## src/rtl/uart_pkg.sv

```systemverilog
// uart_pkg: shared UART frame constants, defaults and receiver state encoding
package uart_pkg;
    typedef enum logic [2:0] {IDLE, START, DATA, STOP, WAIT_IDLE} state_e;
    localparam int CLKS_PER_BIT_DEF = 16;
    localparam int DATA_W_DEF = 8;
    localparam logic START_BIT = 1'b0;
    localparam logic STOP_BIT = 1'b1;
endpackage

```

## src/rtl/uart_sync.sv

```systemverilog
// uart_sync: two-flop synchronizer for asynchronous inputs with a configurable reset value
module uart_sync #(
    parameter logic RST_VAL = 1'b1
) (
    input  logic clk,
    input  logic rst,
    input  logic d_i,
    output logic q_o
);
    logic [1:0] ff_q;
    always_ff @(posedge clk) ff_q <= rst ? {2{RST_VAL}} : {ff_q[0], d_i};
    assign q_o = ff_q[1];
endmodule

```

## src/rtl/uart_rx.sv

```systemverilog
// uart_rx: 8N1 UART receiver with valid/ready byte output and false-start, framing and overrun detection
module uart_rx
    import uart_pkg::*;
#(
    parameter int CLKS_PER_BIT = CLKS_PER_BIT_DEF,
    parameter int DATA_W = DATA_W_DEF
) (
    input  logic              clk,
    input  logic              rst,
    input  logic              rx,
    output logic [DATA_W-1:0] rx_data,
    output logic              rx_valid,
    input  logic              rx_ready,
    output logic              frame_err,
    output logic              overrun,
    output logic              busy
);
    localparam int CW = $clog2(CLKS_PER_BIT);
    localparam int BW = $clog2(DATA_W + 1);
    localparam logic [CW-1:0] HALF = CW'(CLKS_PER_BIT / 2 - 1);
    localparam logic [CW-1:0] LAST = CW'(CLKS_PER_BIT - 1);
    localparam logic [BW-1:0] LAST_IDX = BW'(DATA_W - 1);
    state_e state_q;
    logic [CW-1:0] cnt_q;
    logic [BW-1:0] idx_q;
    logic [DATA_W-1:0] sh_q, data_q;
    logic rx_s, rx_d_q, valid_q, fe_q, ov_q;
    uart_sync #(.RST_VAL(1'b1)) u_sync (.clk(clk), .rst(rst), .d_i(rx), .q_o(rx_s));
    always_ff @(posedge clk) begin
        if (rst) begin
            state_q <= IDLE;
            cnt_q   <= '0;
            idx_q   <= '0;
            sh_q    <= '0;
            data_q  <= '0;
            rx_d_q  <= 1'b1;
            valid_q <= 1'b0;
            fe_q    <= 1'b0;
            ov_q    <= 1'b0;
        end else begin
            rx_d_q <= rx_s;
            fe_q   <= 1'b0;
            ov_q   <= 1'b0;
            cnt_q  <= cnt_q + 1'b1;
            if (valid_q && rx_ready) valid_q <= 1'b0;
            case (state_q)
                IDLE: begin
                    cnt_q <= '0;
                    if (rx_d_q && !rx_s) state_q <= START;
                end
                START: if (cnt_q == HALF) begin
                    cnt_q   <= '0;
                    idx_q   <= '0;
                    state_q <= (rx_s == START_BIT) ? DATA : IDLE;
                end
                DATA: if (cnt_q == LAST) begin
                    cnt_q <= '0;
                    sh_q  <= (sh_q >> 1) | (DATA_W'(rx_s) << (DATA_W - 1));
                    idx_q <= idx_q + 1'b1;
                    if (idx_q == LAST_IDX) state_q <= STOP;
                end
                // stop sampled mid-bit, so IDLE re-arms half a bit early for back-to-back frames
                STOP: if (cnt_q == LAST) begin
                    cnt_q <= '0;
                    if (rx_s == STOP_BIT) begin
                        state_q <= IDLE;
                        if (!valid_q || rx_ready) begin
                            data_q  <= sh_q;
                            valid_q <= 1'b1;
                        end else begin
                            ov_q <= 1'b1;
                        end
                    end else begin
                        fe_q    <= 1'b1;
                        state_q <= WAIT_IDLE;
                    end
                end
                WAIT_IDLE: begin
                    cnt_q <= '0;
                    if (rx_s) state_q <= IDLE;
                end
                default: state_q <= IDLE;
            endcase
        end
    end
    assign rx_data   = data_q;
    assign rx_valid  = valid_q;
    assign frame_err = fe_q;
    assign overrun   = ov_q;
    assign busy      = state_q != IDLE;
endmodule

```

## config.mk

```make
export PLATFORM = sky130hd
export DESIGN_NAME = uart_rx
export DESIGN_NICKNAME = d
export VERILOG_FILES = /design/src/rtl/uart_pkg.sv /design/src/rtl/uart_sync.sv /design/src/rtl/uart_rx.sv
export SDC_FILE = /design/constraint.sdc
export NUM_CORES = 1
export LEC_CHECK = 0
export BUFFER_PORTS_ARGS = -buffer_cell sky130_fd_sc_hd__buf_2
export CAP_MARGIN = 10
export CELL_PAD_IN_SITES_DETAIL_PLACEMENT = 1
export CELL_PAD_IN_SITES_GLOBAL_PLACEMENT = 2
export CORE_MARGIN = 2
export CORE_UTILIZATION = 37
export DETAILED_ROUTE_END_ITERATION = 8
export PLACE_DENSITY = 0.78
export SLEW_MARGIN = 20
export SYNTH_ARGS = -nofsm -noshare
export SYNTH_HDL_FRONTEND = slang
export SYNTH_SLANG_ARGS = --single-unit
```

## constraint.sdc

```tcl
create_clock -name clk -period 3.12 [get_ports clk]
set_input_delay 0.312 -clock clk [delete_from_list [all_inputs] [get_ports clk]]
set_output_delay 0.312 -clock clk [all_outputs]
set_load 0.02 [all_outputs]
```

==> out/qor.txt, run 1 <==
Initial DRC count -> 55
CP bufs+invs -> 0
Cell family with most CP delay -> simple AND/OR/NAND/NOR gates
Layout cells sized above 1 -> 20.6%
H-tree levels -> 2
Worst slew pin tran -> 0.589 ns
Tcrit/Tclk final -> 63.4%
CTS root buffer -> clkbuf_8
Crit Path Max Fanout -> 10
Avg Inst Size Synth -> 9.18 µm²
Gate Count Post-Synth -> 150
Initial Util -> 38.2%
Die Area -> 4230 µm²
Grt ovf -> 0
DP Wirelength -> 1960 µm
Ys async rst share -> 0%
Outcome -> completed
First-pass GRT wire length -> 5060 µm
Total CTS buffers -> 5
Routed WL -> 2920 µm
Count leader, synth -> dfxtp_1
EDFF count, synth -> 0
GRT Total Usage -> 15.9%
Pin count of the biggest net entering global routing -> 37
CP max stage cell -> or4b_1
Vias per inst -> 5.25
Top cell type's share of synthesized area -> 48.0%
Setup_tns -> 0 ns
Post-CTS Resized -> 0
Die Wd -> 65.0 µm
Pleak -> 0.000606 µW
Fin cells -> 213
Pwr Density -> 546 nW/µm²
Yosys reg bits -> 33
Endpoint class of the critical path -> flip-flop
Worst path cell trace -> ha_1, nand3b_4, or3_1, or4b_1, nand3_1
Setup Skew -> 0.00654 ns
Via count -> 1118
Crit Path Category -> reg2reg
Max-Cap Viols -> 0
DRC -> 0
Rows -> 22
Seq/Total Area, Yosys -> 48.0%
Clock buffer depth -> 2
Type of origin of the critical path -> flip-flop
VDD IR max -> 0.266 mV
Final GP Congestion -> 0.745
Worst Hold Slack -> 0.213 ns
Ranking of synthesized cells by area -> dfxtp_1, mux2i_1, nand2_1, a21oi_1, nor2_1
Top Usage Layer GRT -> met2
Final Hold Viols -> 0
Final Setup Violations -> 0
Clock sink total -> 33
Avg WL per Cell -> 13.7 µm
Hold_buf cts -> 0
Warnings from Yosys -> 0
Initial antenna violation count -> 0
Latest clock arrival within the worst-skew pair -> 0.28 ns
Core area -> 3610 µm²
I/O pin total -> 16
Fillers -> 444
Vias in the first global route -> 1078
Post-layout power -> 872 µW
Max-slew headroom -> 60.5%
Clk pin slew, worst setup/hold paths -> 0.06 ns
Max Clk Rate -> 505 MHz
Largest stage delay, worst path -> 0.53 ns
Post-synth top flop -> dfxtp_1
RSZ-0062 raised after global routing -> false
Setup bufs post-CTS -> 0
Cell type with the largest total area after synthesis -> dfxtp_1
Drt pass-1 iters -> 4
Max-slew violation count -> 0
Routed Antenna Nets -> 0
Arrival time worst endpoint -> 2.20 ns
Area Overhead vs Synth -> 16.1%
Crit path required time -> 3.34 ns
Synth Net Count -> 156
Post-synth cell types -> 35
Commonest cells post-synth -> dfxtp_1, nand2_1, a21oi_1, nor2_1, mux2i_1
Cell Area, Synth -> 1380 µm²
GR Layer Usage met1 -> 20.3%
DP Cell Count -> 205
Port Buf Inserts -> 15
Worst Hold Class -> in2reg
Tmin final -> 1.98 ns
Ant. Diodes -> 0
DIE HEIGHT -> 65.0 µm
GR Util met3 -> 4.51%
Nets@finish -> 170
TritonCTS clock tree -> yes
Met2 GRT Util -> 24.6%
-- report_power, final --
| part | internal [µW] | total (µW) | switching [µW] |
|---|---|---|---|
| Sequential | 425 | 433 | 7.32 |
| Combinational | 12.2 | 28.0 | 15.7 |
| Clock | 260 | 412 | 151 |
-- layout make-up --
| class | instances | area, µm² | area share, % |
|---|---|---|---|
| inverters | 3 | 11.3 | 0.704 |
| clock buffers | 7 | 86.3 | 5.40 |
| well taps | 48 | 60.1 | 3.76 |
| clock inverters | 1 | 30.0 | 1.88 |
| multi-input cells | 105 | 668 | 41.8 |
| repair buffers | 16 | 82.6 | 5.16 |
| flip-flops and latches | 33 | 661 | 41.3 |
-- worst paths after layout --
path	from	end	slack, ns	cells past startpoint
min	rx	u_sync.ff_q[0]	0.21	2
max	cnt_q[0]	idx_q[2]	1.14	5
max reg2reg	cnt_q[0]	idx_q[2]	1.14	5
min reg2reg	u_sync.ff_q[0]	u_sync.ff_q[1]	0.41	1
-- layout by cell type, fill, tap and decap left out, types with 5 or more instances in the layout --
cell | synthesis | routed
buf_2 | 2 | 15
nand3_1 | 6 | 6
nor2_1 | 11 | 11
a21oi_1 | 11 | 11
dfxtp_1 | 33 | 33
clkbuf_8 | 0 | 6
mux2i_1 | 9 | 9
nand2_1 | 20 | 20
nand3b_1 | 5 | 5
-- registers in the layout (all words and copies together), names as in the netlist --
name         flops
cnt_q            4
frame_err        1
idx_q            4
overrun          1
rx_d_q           1
rx_data          8
rx_valid         1
sh_q             8
state_q          3
u_sync.ff_q      2
-- worst reg2reg max path: stages (launching register included) --
cell and delay [ns]:
dfxtp_1 0.35, ha_1 0.29, nand3b_4 0.15, or3_1 0.52, or4b_1 0.53, nand3_1 0.08
-- through the flow --
stage / setup WS, ns / instance area (µm²) / utilization (%)
after floorplan: 1.31 / 1380 / -
after global placement: 1.19 / 1480 / 41.1
after detailed placement: 1.14 / 1480 / 41.1
after CTS: 1.12 / 1600 / 44.3
after global routing: 1.01 / 1600 / 44.3
final: 1.14 / 1600 / 44.3
-- per-layer routing --
metal,part of all wire [%],up-vias,wire length (µm)
met3,3.5,10,101
met2,46,16,1360
li1,-,552,-
met1,48,540,1390
met4,2.5,0,74
met5,0,-,0
-- cell families (layout without fill, tap and decap cells) --
group,Yosys count,in the layout,share of synthesized area (%)
AND/OR/NAND/NOR,70,70,28.6
flip-flops,33,33,48.0
AO/OA/AOI/OAI,20,20,8.36
buffers and inverters,12,27,4.00
multiplexers,10,10,7.36
XOR/XNOR,3,3,1.91
adder cells (fa/ha/maj),2,2,1.82
Note: power is estimated with default switching activity, not from simulation.
==> inputs of run 2 (changes only) <==
--- a/config.mk
+++ b/config.mk
@@ -10,9 +10,9 @@
 export CELL_PAD_IN_SITES_DETAIL_PLACEMENT = 1
 export CELL_PAD_IN_SITES_GLOBAL_PLACEMENT = 2
 export CORE_MARGIN = 2
-export CORE_UTILIZATION = 37
+export CORE_UTILIZATION = 31
 export DETAILED_ROUTE_END_ITERATION = 8
-export PLACE_DENSITY = 0.78
+export PLACE_DENSITY = 0.69
 export SLEW_MARGIN = 20
 export SYNTH_ARGS = -nofsm -noshare
 export SYNTH_HDL_FRONTEND = slang
==> constraint.sdc (replaced) <==
create_clock -name clk -period 1.7 [get_ports clk]
set_input_delay 0.17 -clock clk [delete_from_list [all_inputs] [get_ports clk]]
set_output_delay 0.17 -clock clk [all_outputs]
set_load 0.02 [all_outputs]
==> run 2 against run 1 <==
  * Hold slack worse by 0.15 ns
  * Critical path depth down 1
  * Clock power up 120%
  * Flip-flop and latch count unchanged
  * Highest routed layer unchanged
  * Non-clock buffer count up 13
  * Clock skew down 0.00082 ns
  * Clock-buffer cell count down 2
  * Worst setup slack worse by 1.1 ns
  * Total power up 100%
  * Combinational power up 150%
==> out/qor.txt, run 2 (synthesized netlist as in run 1, its figures left out) <==
Avg WL per Cell -> 14.4 µm (was 13.7 µm)
R2R depth -> 4 (was 5)
VDD IR max -> 0.294 mV (was 0.266 mV)
Final Util -> 40.5% (was 44.3%)
Routed Antenna Nets -> 0 (unchanged)
Clk pwr share -> 50.8% (was 47.2%)
Max-Cap Viols -> 0 (unchanged)
Worst slew pin tran -> 0.628 ns (was 0.589 ns)
Pwr Density -> 997 nW/µm² (was 546 nW/µm²)
Vias per inst -> 5.04 (was 5.25)
Latest clock arrival within the worst-skew pair -> 0.29 ns (was 0.28 ns)
Grt ovf -> 0 (unchanged)
DIE HEIGHT -> 70.7 µm (was 65.0 µm)
Post-layout power -> 1750 µW (was 872 µW)
Nets@finish -> 183 (was 170)
GRT Total Usage -> 14.5% (was 15.9%)
Internal power -> 1400 µW (was 698 µW)
Hold_buf cts -> 0 (unchanged)
Initial DRC count -> 49 (was 55)
Layout cells sized above 1 -> 31.5% (was 20.6%)
Setup_tns -> 0 ns (unchanged)
Tmin final -> 1.65 ns (was 1.98 ns)
Top Usage Layer GRT -> met2 (unchanged)
Pin count of the biggest net entering global routing -> 37 (unchanged)
Pleak -> 0.000686 µW (was 0.000606 µW)
Fin cells -> 230 (was 213)
CTS root buffer -> clkbuf_8 (unchanged)
Outcome -> completed (unchanged)
Worst hold stages -> 2 (unchanged)
Arrival time worst endpoint -> 1.84 ns (was 2.20 ns)
I/O pin total -> 16 (unchanged)
Commonest non-fill, non-tap cell in the layout -> dfxtp_1 (unchanged)
Final worst slack -> 0.0543 ns (was 1.14 ns)
FF-to-FF setup slack -> 0.05 ns (was 1.14 ns)
Initial Util -> 31.9% (was 38.2%)
Met2 GRT Util -> 23.3% (was 24.6%)
Crit Reg-Reg Endpoint -> state_q[0] (was idx_q[2])
DP Cell Count -> 220 (was 205)
Core area -> 4320 µm² (was 3610 µm²)
Endpoint class of the critical path -> flip-flop (unchanged)
Port Buf Inserts -> 15 (unchanged)
Area Overhead vs Synth -> 27.2% (was 16.1%)
Die Area -> 4990 µm² (was 4230 µm²)
TritonCTS clock tree -> yes (unchanged)
Psw -> 352 µW (was 175 µW)
DRC -> 0 (unchanged)
Initial antenna violation count -> 0 (unchanged)
Final Hold Viols -> 0 (unchanged)
Crit path required time -> 1.89 ns (was 3.34 ns)
Worst Hold Class -> in2reg (unchanged)
Final GP Congestion -> 0.801 (was 0.745)
Crit Path Max Fanout -> 5 (was 10)
First-pass GRT wire length -> 5600 µm (was 5060 µm)
RSZ-0062 raised after global routing -> false (unchanged)
Tcrit/Tclk final -> 96.8% (was 63.4%)
Rows -> 24 (was 22)
Clock sink total -> 33 (unchanged)
Max-slew violation count -> 0 (unchanged)
Worst slack at placement -> -0.0269 ns (was 1.14 ns)
Clk pin slew, worst setup/hold paths -> 0.07 ns (was 0.06 ns)
Type of origin of the critical path -> flip-flop (unchanged)
Most frequent cells in the layout -> dfxtp_1, nand2_1, buf_2 (unchanged)
Max-slew headroom -> 57.8% (was 60.5%)
Via count -> 1160 (was 1118)
Total CTS buffers -> 5 (unchanged)
GR Util met3 -> 4.42% (was 4.51%)
Drt pass-1 iters -> 4 (unchanged)
Die Wd -> 70.7 µm (was 65.0 µm)
Vias in the first global route -> 1193 (was 1078)
DP Wirelength -> 2360 µm (was 1960 µm)
Ant. Diodes -> 0 (unchanged)
Routed WL -> 3310 µm (was 2920 µm)
Comb pwr share -> 4.0% (was 3.2%)
GR Layer Usage met1 -> 17.4% (was 20.3%)
Crit Path Category -> reg2reg (unchanged)
Switching Fraction -> 20.1% (was 20.0%)
Hold EP -> u_sync.ff_q[0] (unchanged)
Final Setup Violations -> 0 (unchanged)
Clock buffer depth -> 2 (unchanged)
Seq pwr share -> 45.2% (was 49.6%)
Setup Skew -> 0.00572 ns (was 0.00654 ns)
HP Start -> rx (unchanged)
H-tree levels -> 2 (unchanged)
Max Clk Rate -> 608 MHz (was 505 MHz)
R2r startpoint -> state_q[1] (was cnt_q[0])
[run 2: routing by layer]
layer	vias up	routed length, µm
met2	14	1630
li1	571	-
met1	570	1490
met4	0	71
met3	5	119
met5	-	0
[run 2: how the worst max path moves through the flow]
stage | from | end | cells after the start
6_report | state_q[1] | state_q[0] | 4
5_1_grt | state_q[1] | state_q[0] | 4
4_1_cts | state_q[1] | state_q[0] | 4
3_5_place_dp | state_q[1] | state_q[0] | 4
3_3_place_gp | state_q[1] | state_q[0] | 4
2_1_floorplan | cnt_q[1] | idx_q[3] | 6
[run 2: power by group through the flow]
stage / Sequential [µW] / Clock [µW] / Combinational (µW)
after detailed placement: 808 / 0 / 63.6
final: 790 / 887 / 69.5
after global placement: 808 / 0 / 60.3
after CTS: 790 / 910 / 67.6
after global routing: 791 / 944 / 78.8
after floorplan: 804 / 0 / 45.5
[run 2: area by class of cell]
class | instances | area, µm²
clock buffer | 5 | 68.8
clock inverter | 3 | 65.1
fill | 512 | 2570
inverter | 3 | 11.3
multi-input combinational | 105 | 696
sequential | 33 | 666
tap | 52 | 65.1
timing repair buffer | 29 | 180
[run 2: through the flow]
step	instance area [µm²]	hold WS (ns)
after floorplan	1390	0.274
after global routing	1750	0.0645
after CTS	1730	0.0569
final	1750	0.0625
after global placement	1590	0.355
after detailed placement	1590	0.363
[run 2: critical path, cell delays in order (launching register included)]
cell and delay (ns):
dfxtp_2 0.34, or4b_2 0.69, nand4b_1 0.15, a21oi_1 0.09
a2111oi_2 0.28
[run 2: timing repair]
action                                 CTS  global route
endpoints found under the hold margin    0             0
pin swaps                                2             2
gates resized for setup                  1             5
setup endpoints to repair                1             2
setup buffers                            1             1
